--- src/rtl/frame_uart_tx_pkg.sv ---
// ============================================================================
// Module   : frame_uart_tx_pkg
// Brief    : Shared constants for the frame dump UART: FSM encodings, UART
//            frame levels and the default host address width.
//            Optional macro: FRAME_DUMP_CHECKSUM_EN (adds the CSUM state).
// Revision : 1.0 - initial release
// ============================================================================
`default_nettype none

package frame_uart_tx_pkg;

  localparam int HADDR_WIDTH_DEF = 24;

  localparam int   UART_DATA_BITS = 8;
  localparam logic UART_START_BIT = 1'b0;
  localparam logic UART_STOP_BIT  = 1'b1;

  localparam logic [2:0] ST_IDLE   = 3'd0;
  localparam logic [2:0] ST_READ   = 3'd1;
  localparam logic [2:0] ST_SEND_L = 3'd2;
  localparam logic [2:0] ST_SEND_H = 3'd3;
  localparam logic [2:0] ST_NEXT   = 3'd4;
  localparam logic [2:0] ST_FIN    = 3'd5;
`ifdef FRAME_DUMP_CHECKSUM_EN
  localparam logic [2:0] ST_CSUM   = 3'd6;
`endif

  localparam logic [1:0] UTX_IDLE  = 2'd0;
  localparam logic [1:0] UTX_START = 2'd1;
  localparam logic [1:0] UTX_DATA  = 2'd2;
  localparam logic [1:0] UTX_STOP  = 2'd3;

  function automatic logic [15:0] csum_add(input logic [15:0] a, input logic [15:0] b);
    return a + b;
  endfunction

endpackage

`default_nettype wire

--- src/rtl/frame_uart_tx_uart.sv ---
// ============================================================================
// Module   : uart_tx
// Brief    : 8N1 byte serializer; a new byte offered in the last stop-bit
//            cycle starts the next frame with no idle gap.
// Revision : 1.0 - initial release
// ============================================================================
`default_nettype none

module uart_tx
  import frame_uart_tx_pkg::*;
#(
  parameter int CLKS_PER_BIT = 218
) (
  input  logic       i_Clock,
  input  logic       rst,
  input  logic       i_Tx_DV,
  input  logic [7:0] i_Tx_Byte,
  output logic       o_Tx_Serial,
  output logic       o_Tx_Active,
  output logic       o_Tx_Done
);

  localparam int CW = (CLKS_PER_BIT > 1) ? $clog2(CLKS_PER_BIT) : 1;
  localparam logic [CW-1:0] C_BIT_LAST  = CW'(CLKS_PER_BIT - 1);
  localparam logic [2:0]    C_DATA_LAST = 3'(UART_DATA_BITS - 1);

  logic [1:0]    state_q, state_d;
  logic [CW-1:0] cnt_q, cnt_d;
  logic [2:0]    bit_q, bit_d;
  logic [7:0]    data_q, data_d;
  logic          tx_q, tx_d;
  logic          w_bit_end;

  assign w_bit_end = (cnt_q == C_BIT_LAST);

  always_comb begin
    state_d = state_q;
    cnt_d   = cnt_q;
    bit_d   = bit_q;
    data_d  = data_q;
    tx_d    = tx_q;
    if (state_q != UTX_IDLE) begin
      cnt_d = w_bit_end ? '0 : cnt_q + CW'(1);
    end
    case (state_q)
      UTX_IDLE: begin
        cnt_d = '0;
        if (i_Tx_DV) begin
          data_d  = i_Tx_Byte;
          tx_d    = UART_START_BIT;
          state_d = UTX_START;
        end
      end
      UTX_START: begin
        if (w_bit_end) begin
          bit_d   = '0;
          tx_d    = data_q[0];
          state_d = UTX_DATA;
        end
      end
      UTX_DATA: begin
        if (w_bit_end) begin
          if (bit_q == C_DATA_LAST) begin
            tx_d    = UART_STOP_BIT;
            state_d = UTX_STOP;
          end else begin
            bit_d = bit_q + 3'd1;
            tx_d  = data_q[bit_q + 3'd1];
          end
        end
      end
      UTX_STOP: begin
        if (w_bit_end) begin
          // Back-to-back byte: start bit follows the stop bit directly
          if (i_Tx_DV) begin
            data_d  = i_Tx_Byte;
            tx_d    = UART_START_BIT;
            state_d = UTX_START;
          end else begin
            tx_d    = UART_STOP_BIT;
            state_d = UTX_IDLE;
          end
        end
      end
      default: begin
        tx_d    = UART_STOP_BIT;
        state_d = UTX_IDLE;
      end
    endcase
  end

  always_ff @(posedge i_Clock or posedge rst) begin
    if (rst) begin
      state_q <= UTX_IDLE;
      cnt_q   <= '0;
      bit_q   <= '0;
      data_q  <= '0;
      tx_q    <= UART_STOP_BIT;
    end else begin
      state_q <= state_d;
      cnt_q   <= cnt_d;
      bit_q   <= bit_d;
      data_q  <= data_d;
      tx_q    <= tx_d;
    end
  end

  assign o_Tx_Serial = tx_q;
  assign o_Tx_Active = (state_q != UTX_IDLE);
  assign o_Tx_Done   = (state_q == UTX_STOP) && w_bit_end;

endmodule

`default_nettype wire

--- src/rtl/frame_uart_tx.sv ---
// ============================================================================
// Module   : frame_uart_tx
// Brief    : Dumps SDRAM words 0..LAST_ADDR over UART, low byte first.
//            Optional macro: FRAME_DUMP_CHECKSUM_EN appends a 16-bit sum.
// Revision : 1.0 - initial release
// ============================================================================
`default_nettype none

module frame_uart_tx
  import frame_uart_tx_pkg::*;
#(
  parameter int CLKS_PER_BIT = 218,
  parameter int LAST_ADDR    = 19220,
  parameter int HADDR_WIDTH  = HADDR_WIDTH_DEF
) (
  input  logic                   clk,
  input  logic                   rst,
  input  logic                   start,
  output logic [HADDR_WIDTH-1:0] rd_addr,
  output logic                   rd_enable,
  input  logic                   rd_ready,
  input  logic [15:0]            rd_data,
  output logic                   tx,
  output logic                   busy,
  output logic                   done
);

  logic [2:0]             state_q, state_d;
  logic [HADDR_WIDTH-1:0] addr_q, addr_d;
  logic [15:0]            word_q, word_d;
`ifdef FRAME_DUMP_CHECKSUM_EN
  logic [15:0]            csum_q, csum_d;
  logic                   csum_hi_q, csum_hi_d;
`endif

  logic       w_tx_dv;
  logic [7:0] w_tx_byte;
  logic       w_tx_active;
  logic       w_tx_done;

  always_comb begin
    state_d   = state_q;
    addr_d    = addr_q;
    word_d    = word_q;
    w_tx_dv   = 1'b0;
    w_tx_byte = word_q[7:0];
`ifdef FRAME_DUMP_CHECKSUM_EN
    csum_d    = csum_q;
    csum_hi_d = csum_hi_q;
`endif
    case (state_q)
      ST_IDLE: begin
        if (start) begin
          addr_d  = '0;
          state_d = ST_READ;
`ifdef FRAME_DUMP_CHECKSUM_EN
          csum_d    = '0;
          csum_hi_d = 1'b0;
`endif
        end
      end
      ST_READ: begin
        if (rd_ready) begin
          word_d  = rd_data;
          state_d = ST_SEND_L;
`ifdef FRAME_DUMP_CHECKSUM_EN
          csum_d = csum_add(csum_q, rd_data);
`endif
        end
      end
      ST_SEND_L: begin
        // Serializer is idle only on entry; its done strobe hands over the high byte
        if (!w_tx_active) begin
          w_tx_dv = 1'b1;
        end else if (w_tx_done) begin
          w_tx_dv   = 1'b1;
          w_tx_byte = word_q[15:8];
          state_d   = ST_SEND_H;
        end
      end
      ST_SEND_H: begin
        if (w_tx_done) begin
          state_d = ST_NEXT;
        end
      end
      ST_NEXT: begin
        if (addr_q == HADDR_WIDTH'(LAST_ADDR)) begin
`ifdef FRAME_DUMP_CHECKSUM_EN
          state_d = ST_CSUM;
`else
          state_d = ST_FIN;
`endif
        end else begin
          addr_d  = addr_q + HADDR_WIDTH'(1);
          state_d = ST_READ;
        end
      end
`ifdef FRAME_DUMP_CHECKSUM_EN
      ST_CSUM: begin
        w_tx_byte = csum_q[7:0];
        if (!w_tx_active) begin
          w_tx_dv = 1'b1;
        end else if (w_tx_done) begin
          if (!csum_hi_q) begin
            w_tx_dv   = 1'b1;
            w_tx_byte = csum_q[15:8];
            csum_hi_d = 1'b1;
          end else begin
            state_d = ST_FIN;
          end
        end
      end
`endif
      ST_FIN: begin
        state_d = ST_IDLE;
      end
      default: begin
        state_d = ST_IDLE;
      end
    endcase
  end

  always_ff @(posedge clk or posedge rst) begin
    if (rst) begin
      state_q <= ST_IDLE;
      addr_q  <= '0;
      word_q  <= '0;
`ifdef FRAME_DUMP_CHECKSUM_EN
      csum_q    <= '0;
      csum_hi_q <= 1'b0;
`endif
    end else begin
      state_q <= state_d;
      addr_q  <= addr_d;
      word_q  <= word_d;
`ifdef FRAME_DUMP_CHECKSUM_EN
      csum_q    <= csum_d;
      csum_hi_q <= csum_hi_d;
`endif
    end
  end

  uart_tx #(
    .CLKS_PER_BIT (CLKS_PER_BIT)
  ) u_uart_tx (
    .i_Clock     (clk),
    .rst         (rst),
    .i_Tx_DV     (w_tx_dv),
    .i_Tx_Byte   (w_tx_byte),
    .o_Tx_Serial (tx),
    .o_Tx_Active (w_tx_active),
    .o_Tx_Done   (w_tx_done)
  );

  assign rd_addr   = addr_q;
  assign rd_enable = (state_q == ST_READ);
  assign busy      = (state_q != ST_IDLE);
  assign done      = (state_q == ST_FIN);

endmodule

`default_nettype wire
--- config.mk ---
export PLATFORM = sky130hd
export DESIGN_NAME = frame_uart_tx
export DESIGN_NICKNAME = d
export VERILOG_FILES = /design/src/rtl/frame_uart_tx_pkg.sv /design/src/rtl/frame_uart_tx_uart.sv /design/src/rtl/frame_uart_tx.sv
export SDC_FILE = /design/constraint.sdc
export NUM_CORES = 1
export LEC_CHECK = 0
export CAP_MARGIN = 10
export CORE_MARGIN = 8
export CORE_UTILIZATION = 30
export DETAILED_ROUTE_END_ITERATION = 12
export PLACE_DENSITY_LB_ADDON = 0.3
export SETUP_SLACK_MARGIN = 0.5
export SLEW_MARGIN = 5
export SYNTH_ARGS = -nofsm -noshare
export SYNTH_HDL_FRONTEND = slang
export SYNTH_SLANG_ARGS = --single-unit
--- constraint.sdc ---
create_clock -name clk -period 5 [get_ports clk]
set_input_delay 1.5 -clock clk [delete_from_list [all_inputs] [get_ports clk]]
set_output_delay 1.5 -clock clk [all_outputs]
set_load 0.01 [all_outputs]
==> summary.md <==
| Metric | Value |
|---|---|
| Pre-CTS setup slack | `1.91 ns` |
| Wirelength, routed | `about 8000 um` |
| Final hold slack | `between 0.5 and 0.6 ns` |
| First-pass GRT wire length | `13,500 um` |
| CP endpoint kind | `output port` |
| Core footprint | `approximately 11,000 sq um` |
| Worst hold start | `word_q[7]$_DFFE_PP0P_` |
| Share of cells above drive strength 1 | `between 15 and 20%` |
| Min-Delay Path Class | `register to register` |
| Layout area overhead | `27.2%` |
| Number of buffers added on ports | `47` |
| Post-DP Area | `about 4000 sq um` |
| RSZ-0062 raised after global routing | `false` |
| Reg2Reg Launch Point | `state_q[1]$_DFFE_PP0P_` |
| Setup WS post-layout | `roughly 1.7 ns` |
| Total GRT Usage | `about 11%` |
| Routing usage on met2 | `17.6%` |
| Hold path depth | `1` |
| Max_slew headroom | `between 30% and 40%` |
| Post-layout util | `38.9%` |
| Register area share after synthesis | `between 40% and 50%` |
| Synthesized cell area | `between 3000 and 4000 sq um` |
| Worst Path Class, Setup | `register to output port` |
| DRT antenna net count | `0` |
| R2R setup slack | `about 2.8 ns` |
| Synth area leader | `dfrtp_1` |
| Syn Area/Cell | `between 10 and 15 sq um` |
| Final Total Pwr | `roughly 1.5 mW` |
| Clk_lat worst skew | `between 0.3 and 0.4 ns` |
| Max-slew violations | `0` |
| H-Tree Depth | `3` |
| Vias | `about 2,700` |
| First-pass iteration count of the detailed router | `4` |
| Largest cells by area after synthesis | `dfrtp_1 46%, mux2_2 12%, ha_1 4.0%, nand2_1 2.6%, a21oi_1 2.3%` |
| Maximum VDD drop | `0.224 mV` |
| Synth top area share | `46.0%` |
| FP Rows | `39` |
| Main synth FF type | `dfrtp_1` |
| WP data required | `between 3 and 4 ns` |
| Total power per unit cell area | `345 nW/um^2` |
| R2r worst-path depth | `4` |
| Root buf cell | `clkbuf_16` |
| Die Height | `~120 um` |
| Status | `complete, no violations` |
| Initial core utilization | `between 30% and 40%` |
| Die width | `between 100 and 150 um` |
| DRT iter0 DRCs | `162` |
| # diodes | `0` |
| Non-Filler Instances | `around 520` |
| Reg2reg end | `rd_addr[20]$_DFFE_PP0P_` |
| Wire length per cell | `between 15 and 20 um` |
| Clock skew | `between 0.01 and 0.015 ns` |
| Crit path DAT | `approximately 1.8 ns` |
| Die area | `15,300 sq um` |
| Yosys cell types | `between 50 and 60` |
| Maxcap violations | `0` |
| CTS sink count | `65` |
| Post-DP HPWL | `5640 um` |
| Max Fanout on Critical Path | `8` |
| Fin Setup TNS | `0 ns` |
| Flops & latches, synth | `65` |
| Post-synth ARST share | `100%` |
| Final Hold Viols | `0` |
| CTS resizes | `0` |
| Final Cycle Share | `approximately 66%` |
| Min Tclk post-route | `between 3 and 4 ns` |
| Total CTS buffers | `9` |
| Inst Count DP | `roughly 500` |
| Worst hold endpoint | `word_q[7]$_DFFE_PP0P_` |
| Clk pin slew, worst setup/hold paths | `0.06 ns` |
| Post-Layout Inst Area | `~4400 sq um` |
| Leak Pwr | `1.90 nW` |
| Met1 global-route usage | `between 10% and 20%` |
| Post-synth EDFFs | `0` |
| CTS Buffer Depth | `2` |
| Fillers | `1,125` |
| Initial antenna violation count | `0` |
| IO Pins | `48` |
| Final setup fails | `0` |
| Top cells by count, synth | `64 x dfrtp_1, 36 x mux2_2, 24 x nand2_1` |
| Met3 GRT Util | `under 10%` |
| Number of global-route vias before repair | `about 2,800` |
| Achievable frequency | `approximately 0.3 GHz` |
| Cts hold-fix bufs | `0` |
| Pin count of the biggest net entering global routing | `between 40 and 50` |
| Synthesis Warnings | `0` |
| Routed vias/inst | `5.25` |
| Startpoint types | `register` |
| CTS tree | `yes` |
| # DRC | `0` |
| Post-synthesis net count | `around 350` |
| Nets | `401` |
| Slew @ Worst Pin | `1.02 ns` |
| Setup Fix Bufs, Post-CTS | `0` |
| Synthesized instance count | `320` |
| Most common cell in the netlist | `dfrtp_1` |
| Aggregate global routing overflow | `0` |
| RePlAce Congestion | `0.796` |
| Most Crowded Layer GR | `met2` |
cells by family (layout without fill, tap and decap cells):
logic type	Yosys count	after routing	synth area share, %
mux	43	43	14.4
compound gates	57	57	10.9
flops	65	65	46.8
fa+ha+maj	11	11	3.96
xor+xnor	6	6	1.51
simple gates	117	117	19.8
buf+inv	21	76	2.63
cell type report:
cell class / instances / area, sq um / area share (%)
Timing Repair Buffer: 50 / 493 / 11.1
Inverter: 10 / 37.5 / 0.848
Tap cell: 143 / 179 / 4.04
Clock buffer: 9 / 225 / 5.09
Sequential cell: 65 / 1630 / 36.8
Multi-Input combinational cell: 234 / 1760 / 39.8
Clock inverter: 7 / 103 / 2.32
critical path, cell delays in order (launching register included):
cell,delay [ns]
dfrtp_1,0.48
inv_1,0.09
nor3b_1,0.32
clkdlybuf4s50_1,0.61
registers in the layout, indices dropped and copies added, names as in the netlist:
signal                 count
rd_addr                   24
u_uart_tx.state_q          2
u_uart_tx.data_q           8
u_uart_tx.bit_q            3
u_uart_tx.cnt_q            8
word_q                    16
state_q                    3
u_uart_tx.o_Tx_Serial      1
report_power, final:
| group | internal (mW) | leakage [nW] | switching, mW |
|---|---|---|---|
| combinational | 0.114 | 0.952 | 0.125 |
| sequential | 0.560 | 0.788 | 0.0349 |
| clock | 0.442 | 0.157 | 0.251 |
| total | 1.12 | 1.90 | 0.411 |
worst max path at each step:
| stage | startpoint | to | slack [ns] | cells after the start |
|---|---|---|---|---|
| 2_1_floorplan | rst | rd_addr[0]$_DFFE_PP0P_ | 1.88 | 1 |
| 3_3_place_gp | rd_ready | word_q[6]$_DFFE_PP0P_ | 1.92 | 6 |
| 3_5_place_dp | rd_ready | word_q[5]$_DFFE_PP0P_ | 1.91 | 6 |
| 4_1_cts | state_q[0]$_DFFE_PP0P_ | done | 1.69 | 3 |
| 5_1_grt | state_q[0]$_DFFE_PP0P_ | done | 1.58 | 3 |
| 6_report | state_q[0]$_DFFE_PP0P_ | done | 1.68 | 3 |
cells in the final DEF, fill, tap and decap left out, types with 3 or more instances in the layout:
cell,netlist,layout
o21a_1,4,4
o211ai_1,3,3
nand2_1,24,24
a22o_1,5,5
nor4_1,3,3
clkdlybuf4s50_1,0,47
and4_1,6,6
nor3_1,7,7
and2_1,5,5
nand4_1,7,7
or4_1,10,10
dfrtp_1,64,64
nor2b_1,3,3
buf_4,1,3
xor2_1,4,4
a21oi_1,16,16
inv_1,10,9
and3_1,3,3
o31ai_1,7,7
nand2b_1,4,4
o21ai_0,11,11
clkbuf_16,0,9
ha_1,11,11
mux2i_1,5,5
nand3_1,9,9
mux2_2,36,36
nor2_1,15,15
or3_1,6,6
layer usage:
metal	wire, um	share of wire (%)
met3	523	6.6
met2	3720	47
met1	3640	46
met5	0	0
met4	88	1.1
Note: power is estimated with default switching activity, not from simulation.
